## config.mk

```make
export PLATFORM = sky130hd
export DESIGN_NAME = pipe_stage_skid
export DESIGN_NICKNAME = d
export VERILOG_FILES = /design/src/rtl/pipe_stage_skid.sv
export SDC_FILE = /design/constraint.sdc
export NUM_CORES = 1
export LEC_CHECK = 0
export ABC_AREA = 1
export CAP_MARGIN = 20
export CORE_MARGIN = 4
export CORE_UTILIZATION = 52
export DETAILED_ROUTE_END_ITERATION = 16
export GPL_TIMING_DRIVEN = 0
export PLACE_DENSITY = 0.87
export SYNTH_ARGS = -nofsm -noshare
export SYNTH_HDL_FRONTEND = slang
export SYNTH_SLANG_ARGS = --single-unit
```

## constraint.sdc

```tcl
create_clock -name clock -period 4.82 [get_ports clock]
set_input_delay 0.482 -clock clock [delete_from_list [all_inputs] [get_ports clock]]
set_output_delay 0.482 -clock clock [all_outputs]
set_load 0.03 [all_outputs]
```

## src/rtl/pipe_stage_skid.sv

```systemverilog
// Elastic pipeline-stage register: LANES x WIDTH payload behind a valid/ready
// handshake, with a 2-entry skid buffer so in_ready can come straight from a flop.

module pipe_stage_skid_lane #(
    parameter int               WIDTH  = 32,
    parameter logic [WIDTH-1:0] BUBBLE = '0
) (
    input  logic             clock,
    input  logic             reset_0,
    input  logic             clr,
    input  logic             main_ld_in,
    input  logic             main_ld_skid,
    input  logic             main_clr,
    input  logic             skid_ld,
    input  logic             skid_clr,
    input  logic [WIDTH-1:0] din,
    output logic [WIDTH-1:0] dout
);
    logic [WIDTH-1:0] main_q, skid_q;

    // Any register that stops holding a live entry is returned to BUBBLE,
    // so out_data never shows stale data once out_valid drops.
    always_ff @(posedge clock or posedge reset_0) begin
        if (reset_0) begin
            main_q <= BUBBLE;
            skid_q <= BUBBLE;
        end else if (clr) begin
            main_q <= BUBBLE;
            skid_q <= BUBBLE;
        end else begin
            if (main_ld_in)        main_q <= din;
            else if (main_ld_skid) main_q <= skid_q;
            else if (main_clr)     main_q <= BUBBLE;
            if (skid_ld)           skid_q <= din;
            else if (skid_clr)     skid_q <= BUBBLE;
        end
    end

    assign dout = main_q;
endmodule

module pipe_stage_skid #(
    parameter int               WIDTH  = 32,
    parameter int               LANES  = 2,
    parameter logic [WIDTH-1:0] BUBBLE = '0
) (
    input  logic                   clock,
    input  logic                   reset_0,
    input  logic                   flush,
    input  logic                   in_valid,
    output logic                   in_ready,
    input  logic [LANES*WIDTH-1:0] in_data,
    output logic                   out_valid,
    input  logic                   out_ready,
    output logic [LANES*WIDTH-1:0] out_data,
    output logic [1:0]             occupancy
);
    typedef enum logic [1:0] {EMPTY = 2'd0, ONE = 2'd1, FULL = 2'd2} state_t;

    state_t state_q, state_d;
    logic   in_ready_q;
    logic   accept, consume;
    logic   clr, main_ld_in, main_ld_skid, main_clr, skid_ld, skid_clr;
    logic [LANES-1:0][WIDTH-1:0] lane_out;

    assign out_valid = (state_q != EMPTY);
    assign in_ready  = in_ready_q;
    assign occupancy = state_q;
    assign accept    = in_valid & in_ready_q;
    assign consume   = out_valid & out_ready;

    always_ff @(posedge clock or posedge reset_0) begin
        if (reset_0) begin
            state_q    <= EMPTY;
            in_ready_q <= 1'b1;
        end else begin
            state_q    <= state_d;
            in_ready_q <= (state_d != FULL);
        end
    end

    always_comb begin
        state_d      = state_q;
        clr          = 1'b0;
        main_ld_in   = 1'b0;
        main_ld_skid = 1'b0;
        main_clr     = 1'b0;
        skid_ld      = 1'b0;
        skid_clr     = 1'b0;
        if (flush) begin
            // Accept on the same edge is dropped; a consume still happened downstream.
            state_d = EMPTY;
            clr     = 1'b1;
        end else begin
            case (state_q)
                EMPTY: if (accept) begin
                    state_d    = ONE;
                    main_ld_in = 1'b1;
                end
                ONE: begin
                    if (accept && consume) begin
                        main_ld_in = 1'b1;
                    end else if (accept) begin
                        state_d = FULL;
                        skid_ld = 1'b1;
                    end else if (consume) begin
                        state_d  = EMPTY;
                        main_clr = 1'b1;
                    end
                end
                FULL: if (consume) begin
                    state_d      = ONE;
                    main_ld_skid = 1'b1;
                    skid_clr     = 1'b1;
                end
                default: begin
                    state_d = EMPTY;
                    clr     = 1'b1;
                end
            endcase
        end
    end

    for (genvar k = 0; k < LANES; k++) begin : g_lane
        pipe_stage_skid_lane #(.WIDTH(WIDTH), .BUBBLE(BUBBLE)) u_lane (
            .clock        (clock),
            .reset_0      (reset_0),
            .clr          (clr),
            .main_ld_in   (main_ld_in),
            .main_ld_skid (main_ld_skid),
            .main_clr     (main_clr),
            .skid_ld      (skid_ld),
            .skid_clr     (skid_clr),
            .din          (in_data[k*WIDTH +: WIDTH]),
            .dout         (lane_out[k])
        );
    end

    assign out_data = lane_out;
endmodule

```

==> results.json, run 1 <==
{
  "worstPathRequired_ns": 4.34,
  "vias": 6447,
  "fmax_mhz": 451,
  "worstRegToRegCells": 6,
  "htreeDepth": 4,
  "powerDensity_mw_per_mm2": 368,
  "syn-mean-instance-area_um2": 8.03,
  "tns_ns": 0,
  "io_pins": 137,
  "slew-limit-headroom_pct": 61.9,
  "holdWs_ns": 0.493,
  "cts_sinks": 131,
  "fp-row-count": 40,
  "critPathCaptureType": "output pin",
  "final_cell_area_mm2": 0.00874,
  "post_cts_resized": 0,
  "timing.final.max_slew_violations": 0,
  "reg2reg_from": "in_ready$_DFF_PP1_",
  "synth_area_leaders": "dfrtp_1, nand3_1, nand2_1",
  "setup_viol_count_final": 0,
  "synth-seq-cells": 131,
  "final_util_pct": 71.9,
  "numCtsBuffers": 17,
  "regToRegSetupSlack_ns": 3.05,
  "setup_slack_ns": 2.60,
  "drt_iter0_markers": 700,
  "track_usage_pct": 26.6,
  "cts.clk_slew.worst_paths_ns": 0.05,
  "wl_mm": 18.8,
  "layout_commonest_cell": "nand2_1",
  "worstReg2RegEnd": "g_lane[1].u_lane.skid_q[2]$_DFFE_PP0P_",
  "min_path_cells": 2,
  "grt_max_degree": 71,
  "die_w_um": 120,
  "final_cell_mix": "nand2_1, nand3_1, clkdlybuf4s50_1",
  "nNetsFinal": 1039,
  "synth_async_sr_flop_share_pct": 100,
  "stdcell_count": 1151,
  "holdPathEnd": "g_lane[0].u_lane.dout[16]$_DFFE_PP0P_",
  "drtPass1Iterations": 5,
  "p_leak_nw": 4.55,
  "core_mm2": 0.0122,
  "fin_crit_sh_pct": 46.0,
  "outcome": "complete, no violations",
  "dpl_cell_area_mm2": 0.00814,
  "vias_per_cell": 5.60,
  "drcViolationCount": 0,
  "initial_core_util_pct": 53.8,
  "hpwlAfterDp_mm": 12.5,
  "worst_slew_pin_slew_ns": 0.571,
  "rsz0062_at_grt": "false",
  "grt_pass1_vias": 6228,
  "ys.flop_type": "dfrtp_1",
  "postCtsHoldBufs": 0,
  "arrival_ns": 1.74,
  "synth_warnings": 0,
  "synth_top_area_cell": "dfrtp_1",
  "insertion_delay_ns": 0.42,
  "cts_buffer_depth": 2,
  "hold_viol_final": 0,
  "synth-seq-area-share_pct": 50.2,
  "mappedNetlistNets": 883,
  "max_cap_viol_count": 0,
  "critical_path.startpoint": "occupancy[0]$_DFF_PP0_",
  "ant_nets": 0,
  "min_from": "g_lane[0].u_lane.dout[16]$_DFFE_PP0P_",
  "synth_edf_count": 0,
  "synthCells": 814,
  "diodes": 0,
  "cts_tree": "done",
  "die_h_um": 120,
  "pre_cts_ws_ns": 2.63,
  "layout-drive-gt1-share_pct": 11.5,
  "wl_per_cell_um": 16.3,
  "p_total_mw": 3.22,
  "finClkSkew_ns": 0.00731,
  "synth_cell_types": 17,
  "hp-class": "flop to flop",
  "antenna_found_initial": 0,
  "grt_pass1_wl_mm": 30.7,
  "die-area_mm2": 0.0144,
  "start_kind": "flop",
  "cts_setup_buffers": 0,
  "grt_overflow": 0,
  "portBuffers": 136,
  "vdd_drop_max_mv": 0.269,
  "syn_to_final_growth_pct": 33.8,
  "place_inst": 1119,
  "synth_top_area_share_pct": 49.8,
  "min_period_ns": 2.22,
  "crit_type": "flop to output pin",
  "path_max_fanout": 8,
  "syn_area_mm2": 0.00654,
  "root_buffer": "clkbuf_16",
  "place_congestion": 0.914
}
==> cells in the mapped netlist, types with 2 or more instances <==
library cell,count
nand2_1,269
dfrtp_1,130
nor2_1,3
inv_2,2
buf_2,68
nand3b_1,64
nand3_1,257
buf_4,6
inv_1,7
==> state kept, by name, summed over array words and instances (netlist names) <==
signal and flops:
in_ready 1, occupancy 2, g_lane.u_lane.skid_q 64, g_lane.u_lane.dout 64
==> critical path: stages (launching register included) <==
cell	delay, ns
dfrtp_1	0.47
inv_1	0.06
nand2_1	0.10
clkdlybuf4s50_1	0.68
==> layout make-up <==
cell class	instances	area, µm²
Buffer	74	385
Clock buffer	21	470
Clock inverter	11	133
Fill cell	905	3420
Inverter	9	38.8
Multi-Input combinational cell	600	2840
Sequential cell	131	3280
Tap cell	168	210
Timing Repair Buffer	137	1390
==> worst max path at each step <==
stage,to,slack [ns],cells after the start
5_1_grt,out_valid,2.51,3
4_1_cts,out_valid,2.59,3
6_report,out_valid,2.60,3
3_3_place_gp,occupancy[1]$_DFF_PP0_,-0.99,2
3_5_place_dp,g_lane[1].u_lane.skid_q[2]$_DFFE_PP0P_,2.63,8
2_1_floorplan,g_lane[0].u_lane.dout[0]$_DFFE_PP0P_,0.84,1
==> where the power goes <==
| part | switching, mW | leakage, nW | internal [mW] | total (mW) |
|---|---|---|---|---|
| clock network | 0.459 | 0.302 | 0.846 | 1.31 |
| registers | 0.0522 | 1.75 | 1.18 | 1.24 |
| logic | 0.414 | 2.49 | 0.260 | 0.674 |
==> layer usage <==
metal / up-vias / share of wire [%] / track usage (%)
met1: 3030 / 42 / 35.8
met2: 332 / 47 / 41.6
li1: 3038 / - / -
met3: 47 / 7.8 / 5.66
met5: - / 0 / 0
met4: 0 / 3.2 / 11.8
==> cell families (layout without fill, tap and decap cells) <==
kind of cell / after synthesis / count (layout) / share of synthesized area [%]
flip-flops: 131 / 131 / 50.2
AO/OA/AOI/OAI: 3 / 3 / 0.268
buffers and inverters: 83 / 252 / 6.41
AND/OR/NAND/NOR: 597 / 597 / 43.2
Note: power is estimated with default switching activity, not from simulation.
==> inputs of run 2 (changes only) <==
==> constraint.sdc (replaced) <==
create_clock -name clock -period 2.1 [get_ports clock]
set_input_delay 0.21 -clock clock [delete_from_list [all_inputs] [get_ports clock]]
set_output_delay 0.21 -clock clock [all_outputs]
set_load 0.03 [all_outputs]
==> run 2 against run 1 <==
  * Power up 130%
  * Critical path depth is the same
  * Count of clock-buffer cells in the layout up 7
  * Design area rose by 0.34%
  * Sequential share of layout area is 0.13 points lower
  * Wire length decreased by 0.35%
  * Worst setup slack worse by 2.5 ns
  * Combinational power is 130% higher
  * Sequential cell count unchanged
  * Global-route usage is 0.11 points lower
  * Cell count about the same
  * Largest power group unchanged
==> results.json, run 2 (synthesized netlist as in run 1, its figures left out) <==
{
  "vdd_drop_max_mv": 0.583,
  "critPathCaptureType": "output pin",
  "drt_iter0_markers": 642,
  "place_inst": 1121,
  "initial_core_util_pct": 53.8,
  "crit_chain": "inv_1, nand2_1, clkdlybuf4s50_1",
  "numCtsBuffers": 17,
  "post_cts_resized": 0,
  "setup_slack_ns": 0.131,
  "diodes": 0,
  "grt_overflow": 0,
  "combPwrFrac_pct": 21.0,
  "wl_mm": 18.7,
  "htreeDepth": 4,
  "ant_nets": 0,
  "cts.clk_slew.worst_paths_ns": 0.05,
  "portBuffers": 136,
  "wl_per_cell_um": 16.3,
  "crit_type": "flop to output pin",
  "cts_setup_buffers": 0,
  "timing.final.max_slew_violations": 0,
  "layout-drive-gt1-share_pct": 11.3,
  "final_cell_mix": "nand2_1, nand3_1, clkdlybuf4s50_1",
  "die_h_um": 120,
  "layout_commonest_cell": "nand2_1",
  "drcViolationCount": 0,
  "vias_per_cell": 5.63,
  "io_pins": 137,
  "fmax_mhz": 508,
  "finClkSkew_ns": 0.00953,
  "slowest_delay_ns": 0.68,
  "pre_cts_ws_ns": 0.191,
  "cts_buffer_depth": 2,
  "p_sw_mw": 2.09,
  "grt_max_degree": 38,
  "max_cap_viol_count": 0,
  "min_period_ns": 1.97,
  "start_kind": "flop",
  "hold_viol_final": 0,
  "slew-limit-headroom_pct": 55.1,
  "internal_power_mw": 5.28,
  "rsz0062_at_grt": "false",
  "insertion_delay_ns": 0.42,
  "vias": 6485,
  "slowest_stage": "clkdlybuf4s50_1",
  "critical_path.startpoint": "occupancy[0]$_DFF_PP0_",
  "p_leak_nw": 4.55,
  "die_w_um": 120,
  "worstPathRequired_ns": 1.89,
  "hpwlAfterDp_mm": 12.7,
  "setup_viol_count_final": 0,
  "place_congestion": 0.920,
  "reg2reg_from": "in_ready$_DFF_PP1_",
  "final_util_pct": 72.2,
  "worstRegToRegCells": 7,
  "holdWs_ns": 0.233,
  "worstReg2RegEnd": "g_lane[0].u_lane.dout[5]$_DFFE_PP0P_",
  "die-area_mm2": 0.0144,
  "path_max_fanout": 8,
  "seqPwrFrac_pct": 38.5,
  "cts_sinks": 131,
  "fp-row-count": 40,
  "hp-class": "primary input to asynchronous set/reset pin",
  "fin_crit_sh_pct": 93.7,
  "root_buffer": "clkbuf_16",
  "arrival_ns": 1.76,
  "powerDensity_mw_per_mm2": 840,
  "antenna_found_initial": 0,
  "cts_tree": "done",
  "netSwitchingFraction_pct": 28.4,
  "syn_to_final_growth_pct": 34.2,
  "drtPass1Iterations": 5,
  "core_mm2": 0.0122,
  "pwr-share-clk_pct": 40.5,
  "regToRegSetupSlack_ns": 0.35,
  "outcome": "complete, no violations",
  "postCtsHoldBufs": 0,
  "critPathCapture": "out_valid",
  "grt_pass1_vias": 6101,
  "stdcell_count": 1152,
  "nNetsFinal": 1041,
  "p_total_mw": 7.37,
  "worst_slew_pin_slew_ns": 0.672,
  "grt_pass1_wl_mm": 30.6,
  "track_usage_pct": 26.5
}
[run 2: cell count changes in the layout (fill, tap and decap cells not counted), moves of 3 or more]
cell / change
buf_12: +3
clkbuf_1: +3
clkbuf_8: +4
clkinv_2: -6
[run 2: area by class of cell]
type | instances | area, µm²
Buffer | 74 | 385
Clock buffer | 28 | 537
Clock inverter | 3 | 65.1
Fill cell | 941 | 3390
Inverter | 9 | 37.5
Multi-Input combinational cell | 600 | 2840
Sequential cell | 131 | 3280
Tap cell | 168 | 210
Timing Repair Buffer | 139 | 1420
[run 2: stage by stage]
stage / instance area (µm²) / TNS, ns
after floorplan: 6540 / 0
after CTS: 8770 / 0
final: 8770 / 0
after global routing: 8770 / 0
after global placement: 8110 / -122.39
after detailed placement: 8170 / 0
[run 2: how the worst min path moves through the flow]
stage | startpoint | endpoint | slack (ns) | depth (start not counted)
finish | reset_0 | g_lane[1].u_lane.dout[28]$_DFFE_PP0P_ | 0.23 | 2
global route | reset_0 | g_lane[1].u_lane.dout[29]$_DFFE_PP0P_ | 0.29 | 2
CTS | reset_0 | g_lane[1].u_lane.dout[29]$_DFFE_PP0P_ | 0.24 | 2
detailed placement | g_lane[0].u_lane.dout[15]$_DFFE_PP0P_ | g_lane[0].u_lane.dout[15]$_DFFE_PP0P_ | 0.49 | 2
global placement | g_lane[0].u_lane.dout[3]$_DFFE_PP0P_ | g_lane[0].u_lane.dout[3]$_DFFE_PP0P_ | 0.48 | 2
floorplan | in_data[31] | g_lane[0].u_lane.skid_q[31]$_DFFE_PP0P_ | 0.36 | 2
[run 2: metal layers]
layer	track usage [%]	part of all wire, %	vias to the layer above
li1	-	-	3045
met1	38.3	43	3076
met2	39.3	46	328
met3	5.28	8.3	36
met4	10.7	2.5	0
met5	0	0	-
[run 2: power by group through the flow]
stage          Combinational [mW]  Clock [mW]  Sequential, mW
2_1_floorplan               0.543           0            3.18
3_3_place_gp                 1.51           0            2.87
3_5_place_dp                 1.54           0            2.87
5_1_grt                      1.66        3.13            2.86
4_1_cts                      1.55        3.02            2.84
6_report                     1.55        2.99            2.84
[run 2: worst max-delay path, delay by kind of cell, from the launching register on]
kind	cells	cell delay [ns]
and+or+nand+nor	1	0.11
DFF	1	0.48
buffers and inverters	2	0.75
